$ cat config.mk
export PLATFORM = sky130hd
export DESIGN_NAME = label_char_fetch
export DESIGN_NICKNAME = d
export VERILOG_FILES = /design/src/rtl/label_char_fetch.sv
export SDC_FILE = /design/constraint.sdc
export NUM_CORES = 1
export LEC_CHECK = 0
export ABC_AREA = 1
export BUFFER_PORTS_ARGS = -buffer_cell sky130_fd_sc_hd__buf_2
export CAP_MARGIN = 30
export CELL_PAD_IN_SITES_DETAIL_PLACEMENT = 1
export CELL_PAD_IN_SITES_GLOBAL_PLACEMENT = 2
export CORE_AREA = 3 3 421 423
export CTS_BUF_LIST = sky130_fd_sc_hd__clkbuf_4 sky130_fd_sc_hd__clkbuf_8
export DETAILED_ROUTE_END_ITERATION = 10
export DIE_AREA = 0 0 424 426
export HOLD_SLACK_MARGIN = 0.12
export PLACE_DENSITY_LB_ADDON = 0.2
export SLEW_MARGIN = 20
export SYNTH_ARGS = -nofsm -noshare
export SYNTH_HDL_FRONTEND = slang
export SYNTH_SLANG_ARGS = --single-unit
$ cat constraint.sdc
create_clock -name clk -period 2.6 [get_ports clk]
set_input_delay 0.39 -clock clk [delete_from_list [all_inputs] [get_ports clk]]
set_output_delay 0.39 -clock clk [all_outputs]
set_load 0.005 [all_outputs]
$ cat src/rtl/label_char_fetch.sv
// Per-pixel character fetch for one text label per frame: maps pixels inside the
// label box to an ASCII code plus in-glyph column/row, two cycles after the pixel.
module label_char_fetch #(
  parameter int L_W   = 8,
  parameter int L_H   = 16,
  parameter int N_STR = 16,
  parameter int S_LEN = 8,
  parameter int XY_W  = 11
) (
  input  logic                       clk,
  input  logic                       rst,
  input  logic [N_STR*S_LEN*8-1:0]   i_str,
  input  logic                       i_vs,
  input  logic                       i_label_vld,
  input  logic [3:0]                 i_label_id,
  input  logic [XY_W-1:0]            i_label_x,
  input  logic [XY_W-1:0]            i_label_y,
  input  logic                       i_de,
  input  logic [XY_W-1:0]            i_x,
  input  logic [XY_W-1:0]            i_y,
  output logic                       o_de,
  output logic                       o_vld,
  output logic [7:0]                 o_ascii,
  output logic [$clog2(L_W)-1:0]     o_gx,
  output logic [$clog2(L_H)-1:0]     o_gy
);

  localparam int GX_W  = $clog2(L_W);
  localparam int GY_W  = $clog2(L_H);
  localparam int CC_W  = $clog2(S_LEN);
  localparam int SEL_W = $clog2(N_STR*S_LEN*8);

  typedef enum logic [1:0] {IDLE, WAIT, ROW, DONE} state_t;

  state_t            state, state_n;
  logic [3:0]        pend_id, com_id;
  logic [XY_W-1:0]   pend_x, pend_y, com_x, com_y;
  logic [XY_W-1:0]   last_y_q, last_y_n;
  logic [GY_W-1:0]   gy_q, gy_n;
  logic [GX_W-1:0]   gx_q, gx_n;
  logic [CC_W-1:0]   cc_q, cc_n;
  logic              col_on_q, col_on_n;

  logic              pix_in;
  logic [GX_W-1:0]   pix_gx;
  logic [CC_W-1:0]   pix_cc;
  logic [GY_W-1:0]   pix_gy;
  logic              row_live, col_eff, hit;

  logic              s1_de, s1_in;
  logic [GX_W-1:0]   s1_gx;
  logic [CC_W-1:0]   s1_cc;
  logic [GY_W-1:0]   s1_gy;
  logic [3:0]        s1_id;
  logic [SEL_W-1:0]  sel_base;

  logic [3:0]        new_id;
  assign new_id = i_label_vld ? i_label_id : pend_id;
  assign hit    = (i_x == com_x);

  // NOTE: every signal written here gets a default first so no latch is inferred.
  always_comb begin
    state_n  = state;
    last_y_n = last_y_q;
    gy_n     = gy_q;
    gx_n     = gx_q;
    cc_n     = cc_q;
    col_on_n = col_on_q;
    pix_in   = 1'b0;
    pix_gx   = gx_q;
    pix_cc   = cc_q;
    pix_gy   = gy_q;
    row_live = 1'b0;
    col_eff  = col_on_q;

    case (state)
      WAIT: if (i_de && i_y == com_y) begin
        state_n  = ROW;
        row_live = 1'b1;
        pix_gy   = '0;
        gy_n     = '0;
        last_y_n = i_y;
        col_eff  = 1'b0;
      end
      ROW: begin
        if (i_de && i_y != last_y_q) begin
          // A new line always restarts the column run, even if the last one was cut short.
          col_eff = 1'b0;
          if (gy_q == GY_W'(L_H-1)) begin
            state_n = DONE;
          end else begin
            row_live = 1'b1;
            pix_gy   = gy_q + GY_W'(1);
            gy_n     = gy_q + GY_W'(1);
            last_y_n = i_y;
          end
        end else begin
          row_live = 1'b1;
        end
      end
      default: ;
    endcase

    col_on_n = col_eff;
    if (row_live && i_de && (hit || col_eff)) begin
      pix_in = 1'b1;
      pix_gx = hit ? '0 : gx_q;
      pix_cc = hit ? '0 : cc_q;
      if (pix_gx == GX_W'(L_W-1)) begin
        gx_n     = '0;
        cc_n     = pix_cc + CC_W'(1);
        col_on_n = (pix_cc != CC_W'(S_LEN-1));
      end else begin
        gx_n     = pix_gx + GX_W'(1);
        cc_n     = pix_cc;
        col_on_n = 1'b1;
      end
    end

    if (i_vs) begin
      state_n  = (new_id != 4'd0) ? WAIT : IDLE;
      col_on_n = 1'b0;
    end
  end

  // NOTE: all sequential state uses non-blocking assignments so every register
  // samples pre-edge values regardless of statement order.
  always_ff @(posedge clk) begin
    if (rst) begin
      state    <= IDLE;
      pend_id  <= '0;
      pend_x   <= '0;
      pend_y   <= '0;
      com_id   <= '0;
      com_x    <= '0;
      com_y    <= '0;
      last_y_q <= '0;
      gy_q     <= '0;
      gx_q     <= '0;
      cc_q     <= '0;
      col_on_q <= 1'b0;
      s1_de    <= 1'b0;
      s1_in    <= 1'b0;
      s1_gx    <= '0;
      s1_cc    <= '0;
      s1_gy    <= '0;
      s1_id    <= '0;
      o_de     <= 1'b0;
      o_vld    <= 1'b0;
      o_ascii  <= '0;
      o_gx     <= '0;
      o_gy     <= '0;
    end else begin
      state    <= state_n;
      last_y_q <= last_y_n;
      gy_q     <= gy_n;
      gx_q     <= gx_n;
      cc_q     <= cc_n;
      col_on_q <= col_on_n;
      if (i_label_vld) begin
        pend_id <= i_label_id;
        pend_x  <= i_label_x;
        pend_y  <= i_label_y;
      end
      if (i_vs) begin
        com_id <= new_id;
        com_x  <= i_label_vld ? i_label_x : pend_x;
        com_y  <= i_label_vld ? i_label_y : pend_y;
      end
      s1_de <= i_de;
      s1_in <= pix_in;
      s1_gx <= pix_gx;
      s1_cc <= pix_cc;
      s1_gy <= pix_gy;
      s1_id <= com_id;
      o_de    <= s1_de;
      o_vld   <= s1_in;
      o_ascii <= s1_in ? i_str[sel_base -: 8] : 8'h00;
      o_gx    <= s1_in ? s1_gx : '0;
      o_gy    <= s1_in ? s1_gy : '0;
    end
  end

  // String 0 sits in the MSBs and char 0 is the top byte of its string.
  always_comb begin
    sel_base = SEL_W'((N_STR - int'(s1_id)) * S_LEN * 8 - 1 - 8 * int'(s1_cc));
  end

endmodule
==> impl_metrics.tcl, run 1 <==
set metrics [dict create \
    start_util 0.0786 \
    min_from "i_label_y[1]" \
    path_clk_slew_ns 0.16 \
    cts-htree-levels 3 \
    grt_first_pass_wirelength_um 217000 \
    yosysMostFrequentCell "nor2_1" \
    synth_top_cell_by_area "nor2_1" \
    slew_viol_final 0 \
    netlist.area_leader.share 0.220 \
    ioPinCount 1094 \
    drt_pre_antenna_iters 5 \
    min_path_type "input pin to register" \
    whs_path_depth 3 \
    synth_seq_area_share 0.154 \
    final_util 0.140 \
    synthTopCellsByCount "nor2_1, o21ai_0, nand2_1, o211ai_1, clkbuf_1" \
    rr_worst_depth 11 \
    io_buffers 1093 \
    grt_pass1_vias 24400 \
    tightest_slew_ns 0.637 \
    comb_power_share 0.457 \
    antenna_found_initial 135 \
    num-nets-final 4744 \
    syn_area_sq_um 13700 \
    reg2reg_to "o_ascii[7]$_SDFF_PP0_" \
    wl_per_cell_um 27.7 \
    final_area_sq_um 24400 \
    synth.area.top_cells "nor2_1, o21ai_0, dfxtp_1" \
    dpl_cell_area_sq_um 23300 \
    tritoncts "yes" \
    fin_skew_ns 0.0469 \
    track_usage 0.176 \
    period_minus_slack_ns 2.56 \
    worstSetupPathType "register to register" \
    crit_arrival_ns 2.93 \
    ys_ff_latch 105 \
    die_x_um 424 \
    synthCells 2521 \
    avgSynthCellArea_sq_um 5.42 \
    cts_buffers 9 \
    intPower_mw 3.19 \
    clock_path_buffers 2 \
    rows 153 \
    syn_to_final_growth_pct 78.8 \
    clkLatencyLatePin_ns 0.46 \
    pwr_density_cell_nw_per_um2 219 \
    maxSlewHeadroom 0.573 \
    grt_max_degree 72 \
    ys.flop_type "dfxtp_1" \
    fin_crit_sh 0.986 \
    drtAntennaViolNets 0 \
    clock_sinks 105 \
    dp_hpwl_um 141000 \
    switching_share 0.405 \
    hold_viol_final 0 \
    drt-initial-drc-count 1193 \
    gp_congestion 0.860 \
    leakage_nw 11.0 \
    cap_violations 0 \
    rsz0062_at_grt "true" \
    cp-start-kind "register" \
    seqPwrFrac 0.325 \
    core_sq_um 174000 \
    reg2reg_slack_ns 0.04 \
    yosysWarningCount 0 \
    switchingPower_mw 2.17 \
    clkPwrFrac 0.217 \
    yosysUniqueCellTypes 32 \
    root_buffer "clkbuf_8" \
    setup_violations 0 \
    die_h_um 426 \
    crit_fanout 28 \
    outcome "finished clean" \
    vias 23100 \
    drive_gt1_frac 0.395 \
    crit_required_ns 2.97 \
    hold_ws_ns 0.236 \
    timing.fmax_mhz 390 \
    min_to "pend_y[1]$_SDFF_PP0_" \
    drc 0 \
    cp-end-kind "register" \
    vias_per_cell 3.83 \
    peakVddDrop_uv 178 \
    routed_wl_um 167000 \
    synth_edf_count 0 \
    r2r_start "s1_cc[0]$_SDFF_PP0_" \
    async_reset_ff_frac 0 \
    overflow 0 \
    synth_fp_nets 3606 \
    die_area_sq_um 181000 \
]
-- placed cells by master, fill, tap and decap left out, types with 8 or more instances in the layout --
cell      instances
o22a_1           14
a21oi_1          47
nand4_1           9
xnor2_1          10
ha_1              8
dfxtp_1         100
buf_4           206
o22ai_1          59
clkbuf_8          9
o22ai_2          12
nand3_1          89
diode_2          52
nand2_1         231
o21ai_1          51
o21ai_0         539
nand2_2           8
xor2_1           10
buf_2          1093
buf_12           44
o211ai_1        158
nor2_1          779
o221ai_1         41
nor2_2           17
inv_1            59
-- metal layers --
layer	GRT usage	vias to the layer above	share of wire	wire length, um
met5	0	-	0.0019	311
met4	0.0527	50	0.025	4210
met3	0.0344	209	0.051	8590
met2	0.319	742	0.52	86400
met1	0.207	11100	0.41	68000
li1	-	11000	-	-
-- kinds of logic (layout without fill, tap and decap cells) --
logic type                 count (synthesis)  in the layout  share of synthesized area
muxes                                      3              3                    0.00220
AOI/OAI and AO/OA                        935            935                      0.395
xor gates and xnor gates                  21             21                     0.0140
DFF                                      105            105                      0.154
buffers and inverters                    300           1443                      0.100
and+or+nand+nor                         1149           1149                      0.327
other                                      0             52                          0
adders and majority gates                  8              8                    0.00733
-- worst max-delay path by stage --
stage,from,end,slack [ns],cells after the start
after floorplan,s1_id[0]$_SDFF_PP0_,o_ascii[5]$_SDFF_PP0_,0.33,12
after global placement,s1_cc[0]$_SDFF_PP0_,o_ascii[3]$_SDFF_PP0_,-0.45,12
after detailed placement,s1_cc[0]$_SDFF_PP0_,o_ascii[3]$_SDFF_PP0_,-0.41,12
after CTS,s1_cc[0]$_SDFF_PP0_,o_ascii[3]$_SDFF_PP0_,0.007,14
after global routing,s1_cc[1]$_SDFF_PP0_,o_ascii[4]$_SDFF_PP0_,-0.03,11
final,s1_cc[0]$_SDFF_PP0_,o_ascii[7]$_SDFF_PP0_,0.04,11
-- power by group through the flow --
stage               Clock, mW  Combinational (mW)  Sequential, mW
floorplan                   0               0.744            1.77
global placement            0                2.42            1.78
detailed placement          0                2.42            1.78
CTS                      1.29                2.49            1.75
global route             1.34                2.72            1.76
finish                   1.17                2.45            1.74
-- state kept, by name (all words and copies together) (netlist names), 2 cells and up --
signal and cells:
com_x 11, com_y 11, last_y_q 11, pend_x 11, pend_y 11, o_ascii 8, com_id 4, o_gy 4
pend_id 4, s1_gy 4, s1_id 4, cc_q 3, gx_q 3, o_gx 3, s1_cc 3, s1_gx 3
state 2
-- worst max-delay path, cell delays in order (launching register included) --
cell and delay, ns:
dfxtp_4 0.39, buf_4 0.17, buf_16 0.17, buf_4 0.23
o21ai_0 0.23, o22ai_2 0.16, nor2_2 0.19, nor2_1 0.08
nor2_1 0.38, a21oi_1 0.24, nand2_1 0.10, a21oi_1 0.06
-- per-stage QoR --
stage          setup WS, ns  std cells  total power, mW  setup TNS [ns]
2_1_floorplan         0.333       2521             2.51               0
3_3_place_gp         -0.453       5935             4.20           -1.86
3_5_place_dp         -0.410       5935             4.20           -1.83
4_1_cts             0.00688       5981             5.53               0
5_1_grt             -0.0330       6027             5.82         -0.0656
6_report             0.0370       6041             5.36               0
-- layout make-up --
| cell class | count | area (sq um) |
|---|---|---|
| repair inverters | 3 | 33.8 |
| multi-input cells | 2116 | 10500 |
| clock buffers | 9 | 124 |
| diodes | 52 | 130 |
| fillers | 21800 | 149000 |
| repair buffers | 1359 | 8270 |
| clock inverters | 7 | 75.1 |
| well taps | 2325 | 2910 |
| inverters | 65 | 282 |
| flip-flops and latches | 105 | 2120 |
-- what timing repair did --
item,in CTS,in global routing
hold buffers,0,0
setup buffers,24,7
cloned,6,2
pin swaps,9,9
gates resized for setup,65,20
endpoints found under the setup margin,8,8
hold endpoints to repair,0,0
No activity file was read; power rests on OpenSTA's default activity.
==> inputs of run 2 (changes only) <==
--- a/config.mk
+++ b/config.mk
@@ -9,14 +9,13 @@
 export BUFFER_PORTS_ARGS = -buffer_cell sky130_fd_sc_hd__buf_2
 export CAP_MARGIN = 30
 export CELL_PAD_IN_SITES_DETAIL_PLACEMENT = 1
-export CELL_PAD_IN_SITES_GLOBAL_PLACEMENT = 2
-export CORE_AREA = 3 3 421 423
+export CELL_PAD_IN_SITES_GLOBAL_PLACEMENT = 1
+export CORE_AREA = 3 3 427 429
 export CTS_BUF_LIST = sky130_fd_sc_hd__clkbuf_4 sky130_fd_sc_hd__clkbuf_8
 export DETAILED_ROUTE_END_ITERATION = 10
-export DIE_AREA = 0 0 424 426
+export DIE_AREA = 0 0 430 432
 export HOLD_SLACK_MARGIN = 0.12
 export PLACE_DENSITY_LB_ADDON = 0.2
-export SLEW_MARGIN = 20
 export SYNTH_ARGS = -nofsm -noshare
 export SYNTH_HDL_FRONTEND = slang
 export SYNTH_SLANG_ARGS = --single-unit
==> run 2 against run 1 <==
Sequential power is essentially flat. Routed wire length shrank 3.0%. Core utilization shrank 0.32 points. Via count shrank 0.55%. Clock-buffer cell count is the same. Critical path depth grew 2. First-iteration DRC count grew 18%. Total power grew 2.8%. Sequential share of layout area is essentially flat. Die area grew 2.8%. Final area grew 0.40%.
==> impl_metrics.tcl, run 2 (synthesized netlist as in run 1, its figures left out) <==
set metrics [dict create \
    outcome "finished clean" \
    cp-endpoint "o_ascii[4]$_SDFF_PP0_" \
    cp_cell_sequence "buf_12, buf_16, nor2_1, nor2_1, o21ai_0, o211ai_1, nand3_1, nand2_2, buf_12, nand2_1, a21oi_4, nand2_1, a21oi_1" \
    drive_gt1_frac 0.392 \
    core_sq_um 179000 \
    worstSetupPathType "register to register" \
    final_common_cell "buf_2" \
    hold_viol_final 0 \
    p_total_mw 5.51 \
    area.sequential_sq_um 2120 \
    peakVddDrop_uv 247 \
    io_buffers 1093 \
    wl_per_cell_um 26.9 \
    fin_crit_sh 0.999 \
    fin_skew_ns 0.0483 \
    timing.fmax_mhz 385 \
    cts-htree-levels 3 \
    multiInputGateArea_sq_um 10500 \
    reg2reg_slack_ns 0.002 \
    routed_wl_um 163000 \
    vias 23000 \
    overflow 0 \
    die_h_um 432 \
    die_x_um 430 \
    cap_violations 0 \
    final_util 0.137 \
    maxSlewHeadroom 0.507 \
    antenna_found_initial 111 \
    period_minus_slack_ns 2.60 \
    clkLatencyLatePin_ns 0.46 \
    crit_required_ns 3.01 \
    clock_path_buffers 2 \
    switching_share 0.418 \
    cp-start-kind "register" \
    start_util 0.0765 \
    seqPwrFrac 0.317 \
    root_buffer "clkbuf_8" \
    cp_slowest_cell "dfxtp_4" \
    intPower_mw 3.21 \
    drtAntennaViolNets 0 \
    gp_congestion 0.858 \
    r2r_start "s1_cc[0]$_SDFF_PP0_" \
    rsz0062_at_grt "true" \
    track_usage 0.161 \
    tightest_slew_ns 0.731 \
    drc 0 \
    crit_arrival_ns 3.01 \
    cpPeakStageDelay_ns 0.49 \
    comb_power_share 0.448 \
    switchingPower_mw 2.31 \
    drt_pre_antenna_iters 5 \
    place_ws_ns -0.556 \
    cp-end-kind "register" \
    syn_to_final_growth_pct 79.5 \
    setup_violations 0 \
    die_area_sq_um 186000 \
    placed_cells 5963 \
    pwr_density_cell_nw_per_um2 225 \
    leakage_nw 11.0 \
    cts_buffers 9 \
    fillCellCount 22200 \
    grt_max_degree 77 \
    path_clk_slew_ns 0.18 \
    tritoncts "yes" \
    drt-initial-drc-count 1409 \
    vias_per_cell 3.80 \
    grt_pass1_vias 23800 \
    min_path_type "input pin to register" \
    slew_viol_final 0 \
    num-nets-final 4734 \
    ioPinCount 1094 \
    final.setup.worst_slack_ns 0.00165 \
    final_cell_mix "buf_2, nor2_1, o21ai_0" \
    grt_first_pass_wirelength_um 206000 \
    rows 155 \
    clkPwrFrac 0.235 \
    rr_worst_depth 13 \
    reg2reg_to "o_ascii[4]$_SDFF_PP0_" \
    dp_hpwl_um 134000 \
    crit_fanout 20 \
    cp-startpoint "s1_cc[0]$_SDFF_PP0_" \
    clock_sinks 105 \
    finalNonFillerCells 6052 \
]
## run 2: metal layers
metal / global-route usage / vias up / wire, um
met4: 0.0377 / 26 / 2990
met5: 0 / - / 163
met3: 0.0305 / 142 / 8330
met1: 0.193 / 11100 / 66800
li1: - / 11000 / -
met2: 0.295 / 739 / 84200
## run 2: worst min path at each step
stage | to | startpoint | depth (start not counted)
after floorplan | o_de$_SDFF_PP0_ | s1_de$_SDFF_PP0_ | 2
after global placement | o_gx[1]$_SDFF_PP0_ | s1_gx[1]$_SDFF_PP0_ | 2
after detailed placement | o_de$_SDFF_PP0_ | s1_de$_SDFF_PP0_ | 2
after CTS | pend_y[3]$_SDFF_PP0_ | i_label_y[3] | 3
after global routing | pend_x[0]$_SDFF_PP0_ | i_label_x[0] | 3
final | pend_y[3]$_SDFF_PP0_ | i_label_y[3] | 3
## run 2: timing repair
item                       4_1_cts  5_1_grt
pin swaps                        8       19
gates cloned                     4       10
hold buffers                     0        0
setup buffers                    5       11
resized for setup               30       57
setup endpoints to repair        8        8
## run 2: through the flow
stage / setup TNS (ns) / hold WS [ns] / area (sq um)
floorplan: 0 / 0.388 / 13700
global placement: -3.15 / 0.405 / 23400
detailed placement: -3.08 / 0.402 / 23400
CTS: -0.133 / 0.140 / 23900
global route: -0.0114 / 0.172 / 24500
finish: 0 / 0.195 / 24500
## run 2: power by group through the flow
| stage | combinational [mW] | clock (mW) | sequential (mW) |
|---|---|---|---|
| floorplan | 0.744 | 0 | 1.77 |
| global placement | 2.49 | 0 | 1.78 |
| detailed placement | 2.48 | 0 | 1.78 |
| CTS | 2.54 | 1.46 | 1.75 |
| global route | 2.73 | 1.47 | 1.76 |
| finish | 2.47 | 1.30 | 1.75 |
## run 2: final cells by class
type,instances,area share
Inverter,65,0.0111
Multi-Input combinational cell,2116,0.427
Antenna cell,43,0.00439
Tap cell,2355,0.120
Timing Repair Buffer,1351,0.342
Clock buffer,9,0.00505
Sequential cell,105,0.0864
Clock inverter,7,0.00383
Timing Repair inverter,1,0.000459
## run 2: worst max-delay path: cells and delay by family (launching register included)
kind	cells	cell delay, ns
compound gates	4	0.81
buf+inv	3	0.42
flops	1	0.49
simple gates	6	0.83
